--- src/rtl/dmem_arbiter.sv ---
// Two-port round-robin arbiter in front of a single-ported synchronous data memory.
// Port 0 is the CPU datapath and port 1 is the loader/debug port.
module dmem_arbiter #(
  parameter int AW    = 10,
  parameter int DW    = 32,
  parameter int DEPTH = 1024
) (
  input  logic          clk,
  input  logic          rst,
  input  logic          req0,
  input  logic          req1,
  input  logic          we0,
  input  logic          we1,
  input  logic [AW-1:0] addr0,
  input  logic [AW-1:0] addr1,
  input  logic [DW-1:0] wdata0,
  input  logic [DW-1:0] wdata1,
  output logic          gnt0,
  output logic          gnt1,
  output logic          done0,
  output logic          done1,
  output logic [DW-1:0] rdata,
  output logic          err,
  output logic          stall0,
  output logic          mem_en,
  output logic          mem_we,
  output logic [AW-1:0] mem_addr,
  output logic [DW-1:0] mem_wdata,
  input  logic [DW-1:0] mem_rdata
);

  typedef enum logic [1:0] {
    IDLE,
    ACCESS,
    RESP
  } state_t;

  localparam logic [AW:0] LIM = DEPTH[AW:0];

  state_t        state;
  state_t        state_nx;
  logic          last_owner;
  logic          owner;
  logic          l_we;
  logic [AW-1:0] l_addr;
  logic [DW-1:0] l_wdata;
  logic          l_err;
  logic          arb;
  logic          win;
  logic          in_acc;
  logic          in_resp;

  always_ff @(posedge clk) begin
    if (rst) begin
      state      <= IDLE;
      last_owner <= 1'b1;
      owner      <= 1'b0;
      l_we       <= 1'b0;
      l_addr     <= '0;
      l_wdata    <= '0;
    end else begin
      state <= state_nx;
      if (arb) begin
        owner      <= win;
        last_owner <= win;
        l_we       <= win ? we1    : we0;
        l_addr     <= win ? addr1  : addr0;
        l_wdata    <= win ? wdata1 : wdata0;
      end
    end
  end

  // With both ports requesting, the port that did not win last time goes.
  always_comb begin
    arb      = 1'b0;
    win      = 1'b0;
    state_nx = state;
    unique case (state)
      IDLE, RESP: begin
        if (req0 || req1) begin
          arb      = 1'b1;
          win      = req1 & (~req0 | ~last_owner);
          state_nx = ACCESS;
        end else begin
          state_nx = IDLE;
        end
      end
      ACCESS:  state_nx = RESP;
      default: state_nx = IDLE;
    endcase
  end

  assign l_err   = {1'b0, l_addr} >= LIM;
  assign in_acc  = ~rst & (state == ACCESS);
  assign in_resp = ~rst & (state == RESP);

  assign gnt0   = in_acc & ~owner;
  assign gnt1   = in_acc & owner;
  assign done0  = in_resp & ~owner;
  assign done1  = in_resp & owner;
  assign err    = in_resp & l_err;
  assign stall0 = req0 & ~gnt0;

  // Out-of-range accesses never reach the memory.
  assign mem_en    = in_acc & ~l_err;
  assign mem_we    = in_acc & l_we & ~l_err;
  assign mem_addr  = l_addr;
  assign mem_wdata = l_wdata;
  assign rdata     = (in_resp & ~l_we & ~l_err) ? mem_rdata : '0;

endmodule

--- config.mk ---
export PLATFORM = sky130hd
export DESIGN_NAME = dmem_arbiter
export DESIGN_NICKNAME = d
export VERILOG_FILES = /design/src/rtl/dmem_arbiter.sv
export SDC_FILE = /design/constraint.sdc
export NUM_CORES = 1
export LEC_CHECK = 0
export CORE_MARGIN = 2
export CORE_UTILIZATION = 34
export CTS_CLUSTER_DIAMETER = 200
export DETAILED_ROUTE_END_ITERATION = 8
export PLACE_DENSITY = 0.82
export SYNTH_ARGS = -nofsm -noshare
export SYNTH_HDL_FRONTEND = slang
export SYNTH_SLANG_ARGS = --single-unit
--- constraint.sdc ---
create_clock -name clk -period 1.8 [get_ports clk]
set_input_delay 0.36 -clock clk [delete_from_list [all_inputs] [get_ports clk]]
set_output_delay 0.36 -clock clk [all_outputs]
set_load 0.02 [all_outputs]
* After elaboration in Yosys (flattened, before gate mapping)
Index checks and enable logic that the tools add are counted.
Operators by class: eq/ne operators 2, muxes and demuxes 10, bitwise logic cells 17, reductions and logical operators 3
Operator list (number):
- $mux 32 | 2
- $and 1x1->1 | 10
- $mux 10 | 1
- $mux 1 | 6
- $not 1->1 | 6
- $pmux 2 s2 | 1
- $eq 2x1->1 const B | 1
- $eq 2x2->1 const B | 1
- $logic_not 2->1 | 1
- $reduce_or 2->1 | 1
- $logic_or 1x1->1 | 1
- $or 1x1->1 | 1
Storage, ports and cells: bits in registers 47, input bits 122, output and inout port bits 82, logic and storage cells 38

* Depth between registers and ports, before layout
depth after elaboration 6, depth in mapped cells 6, depth with buffers taken out 3

* Worst setup path before layout
No wires, ideal clock.
path type register -> output, start reg state[0], end out stall0, arrival time 1.587 ns, required time 1.440 ns, slack -0.147 ns, cell stages (with the launch flop) 5, buffers on the path 1, cells stage by stage dfxtp_1 -> clkbuf_1 -> or3b_2 -> nor2_1 -> nor2b_1
Between the ends: longest elaborated chain between the ends 5
Ends and longest elaborated chain:
- from (decl) | line 40 | state_t state;
- from (signal assigned) | line 62 | state <= state_nx;
- $eq 2x1->1 | line 94 | assign in_acc = ~rst & (state == ACCESS);
- $and 1x1->1 | line 94
- $and 1x1->1 | line 97 | assign gnt0 = in_acc & ~owner;
- named net gnt0 | line 18 | output logic gnt0,
- $not 1->1 | line 102 | assign stall0 = req0 & ~gnt0;
- $and 1x1->1 | line 102
- to (decl) | line 24 | output logic stall0,
The timed path passes the listed nets, and every way through them passes these cells.

* Final worst setup path
start reg state[1], end out rdata[7]
Between the ends: longest elaborated chain between the ends 4
Ends and longest elaborated chain:
- $eq 2x2->1 | line 95 | assign in_resp = ~rst & (state == RESP);
- $and 1x1->1 | line 95
- $and 1x1->1 | line 109 | assign rdata = (in_resp & ~l_we & ~l_err) ? mem_rdata : '0;
- $mux 32 | line 109
- to (decl) | line 22 | output logic [DW-1:0] rdata,
No other way between the ends.

==> results.cfg <==
[yosys]
ys_types = 23
yosysTopAreaCellShare_pct = 36.35
synth.area.top_cells = dfxtp_1 (36%), a2111oi_0 (16%), a2111oi_1 (15%), and2_1 (8.0%), nor2_1 (7.2%)
syn_area_per_cell_um2 = 8.324
yosys.area.top_type = dfxtp_1
synth_area_um2 = 2589
ys_async_sr_fraction_pct = 0
synth_ff_type = dfxtp_1
ys_seq_area_share_pct = 36.35
ys_ff_latch = 47
syn_inst = 311
synth_edf_count = 0
synth_warnings = 0
syn_nets = 433

[floorplanning]
die_h_um = 91.26
ios = 204
start_util_pct = 35.31
rows = 31
die_w_um = 91.26
die-area_um2 = 8327
fp.coreArea_um2 = 7331

[critical_path]
setup.worst_path.end = rdata[7]
worstSetupPathType = reg2out
cp-end-kind = output pin
crit_fanout = 16
r2r_cells = 6
ff2ff_setup_slack_ns = 0.05
r2r-end = mem_wdata[7]
crit_path_start = state[1]
arrival_ns = 1.56
path_delay_family = simple AND/OR/NAND/NOR gates
rr_startpoint = state[0]
worst-path-buf-inv = 2
cp-start-kind = register
crit_chain = or3b_4 -> nor2_4 -> buf_8 -> and2_2 -> buf_6
crit_path_top_delay_cell = or3b_4
slowest_delay_ns = 0.39
crit_required_ns = 1.44
path_depth = 5

[placement]
portBuffers = 202
dp_hpwl_um = 7473
routabilityCongestion = 0.7707
dp_cells = 596
placed_area_um2 = 4802

[sta]
setup_slack_ns = -0.1204
fin_hold_ws_ns = 0.4983
rsz0062_at_grt = yes
timing_hold_violations_final = 0
fin_worst_skew_ns = 0.006786
maxSlewViolCount = 0
setup_violations = 34
slew_headroom_pct = 61.92
finalCritPeriodShare_pct = 106.7
worstMarginPinSlew_ns = 0.5569
min_period_ns = 1.920
timing.fmax_ghz = 0.5207

[final_layout]
design_area_um2 = 5101
final_nets = 631
area_delta_synth_final_pct = 97.05
fin_cells = 608
drive_above_1_share_pct = 24.95
nFillCells = 549
n_antenna_cell = 0

[cts]
cts_tree = built
numCtsBuffers = 5
cts_buffer_depth = 2
cts_hold_buffers = 0
cts.clk_slew.worst_paths_ns = 0.08
clk_latency_ns = 0.29
htreeDepth = 2
cts.sink_count = 47
ctsRootBufferMaster = clkbuf_8

[global_routing]
top_usage_layer = met2
grt_use_met3_pct = 6.224
grt_max_degree = 47
gr-usage-met1_pct = 26.68
grt_pass1_vias = 3197
grt_pass1_wl_um = 16190
groute.layer.met2.usage_pct = 44.26
antenna_found_initial = 0
grt.overflow.total = 0
grtUsageTotal_pct = 23.79

[power_and_ir_drop]
finalPower_uw = 3004
peakVddDrop_mv = 0.3454
p_leak_uw = 0.002063
p_per_area_nw_per_um2 = 589.0

[detailed_routing]
ant_nets = 0
num_vias = 3249
vias_per_cell = 5.344
wirelength_um = 10550
drc_errors = 0
drt_pass1_iterations = 4
drt_iter0_drc = 153
wire_per_inst_um = 17.35

[status]
failed_checks = setup timing
status = complete, but fails checks

[run]
max_cap_violations = 0

[worst_hold_path]
min_path_type = in2reg
[logic make-up after synthesis]
family	synth area share, %
AOI/OAI and AO/OA	32.24
buffers and inverters	14.11
DFF	36.35
other	0.1449
and+or+nand+nor	17.16
[worst min path at each step]
stage | start | end | cells past startpoint
2_1_floorplan | last_owner | last_owner | 1
3_3_place_gp | last_owner | last_owner | 1
3_5_place_dp | last_owner | last_owner | 1
4_1_cts | rst | state[1] | 3
5_1_grt | rst | state[1] | 3
6_report | rst | state[1] | 3
[metrics by stage]
step	setup TNS, ns	utilization [%]	setup slack (ns)
floorplan	0	-	0.01349
global placement	-22.03	65.51	-0.4723
detailed placement	-23.99	65.51	-0.5077
CTS	-5.909	67.91	-0.1984
global route	-6.584	69.59	-0.1891
finish	-3.623	69.59	-0.1204
[registers in the layout (all words and copies together), names as in the netlist]
name        flops
l_we            1
mem_wdata      32
owner           1
state           2
mem_addr       10
last_owner      1
[per-layer routing]
| metal | wire length (um) | vias to the layer above | share of wire (%) |
|---|---|---|---|
| met5 | 0 | - | 0 |
| met4 | 210 | 0 | 2.0 |
| met3 | 863 | 14 | 8.2 |
| met2 | 5517 | 158 | 52 |
| met1 | 3955 | 1546 | 37 |
| li1 | - | 1531 | - |
[cell type report]
class                           count  area (um2)  area share (%)
Timing Repair Buffer              228        2347           46.01
Multi-Input combinational cell    181        1426           27.96
Sequential cell                    47       943.4           18.49
Inverter                           46       172.7           3.385
Tap cell                           99       123.9           2.428
Clock buffer                        6       82.58           1.619
Clock inverter                      1       5.005         0.09811
[cell usage after synthesis (3+ instances only)]
cell       instances
and2_1            33
buf_2              7
clkbuf_2           3
clkbuf_1          21
inv_1             46
a2111oi_1         40
buf_6              5
a2111oi_0         46
nor2_1            50
dfxtp_1           47
[power breakdown]
group | internal [uW] | switching (uW)
clock | 302 | 343
sequential | 1150 | 61.0
combinational | 627 | 523
[worst min-delay path, cell delays in order]
cell	delay, ns
buf_2	0.14
or3b_4	0.20
inv_1	0.05
[placed cells by master (no fill, tap or decap), types with 2 or more instances in the layout]
master	instances
nor2_2	2
a2111oi_2	9
a2111oi_1	36
nor2_4	3
clkbuf_8	6
or3b_4	2
dfxtp_1	45
and2_2	23
nor2_1	45
a2111oi_0	41
inv_1	45
clkdlybuf4s50_1	162
buf_12	4
buf_6	38
buf_8	3
and2_4	10
dfxtp_2	2
buf_4	19
[repair_timing]
item                                    in CTS  in global routing
endpoints found under the setup margin      39                 43
pin swaps                                    2                  3
hold endpoints to repair                     0                  0
gates cloned                                 1                  1
buffers inserted                             3                  2
resized for setup                          233                 42
(Power assumes the default switching activity.)
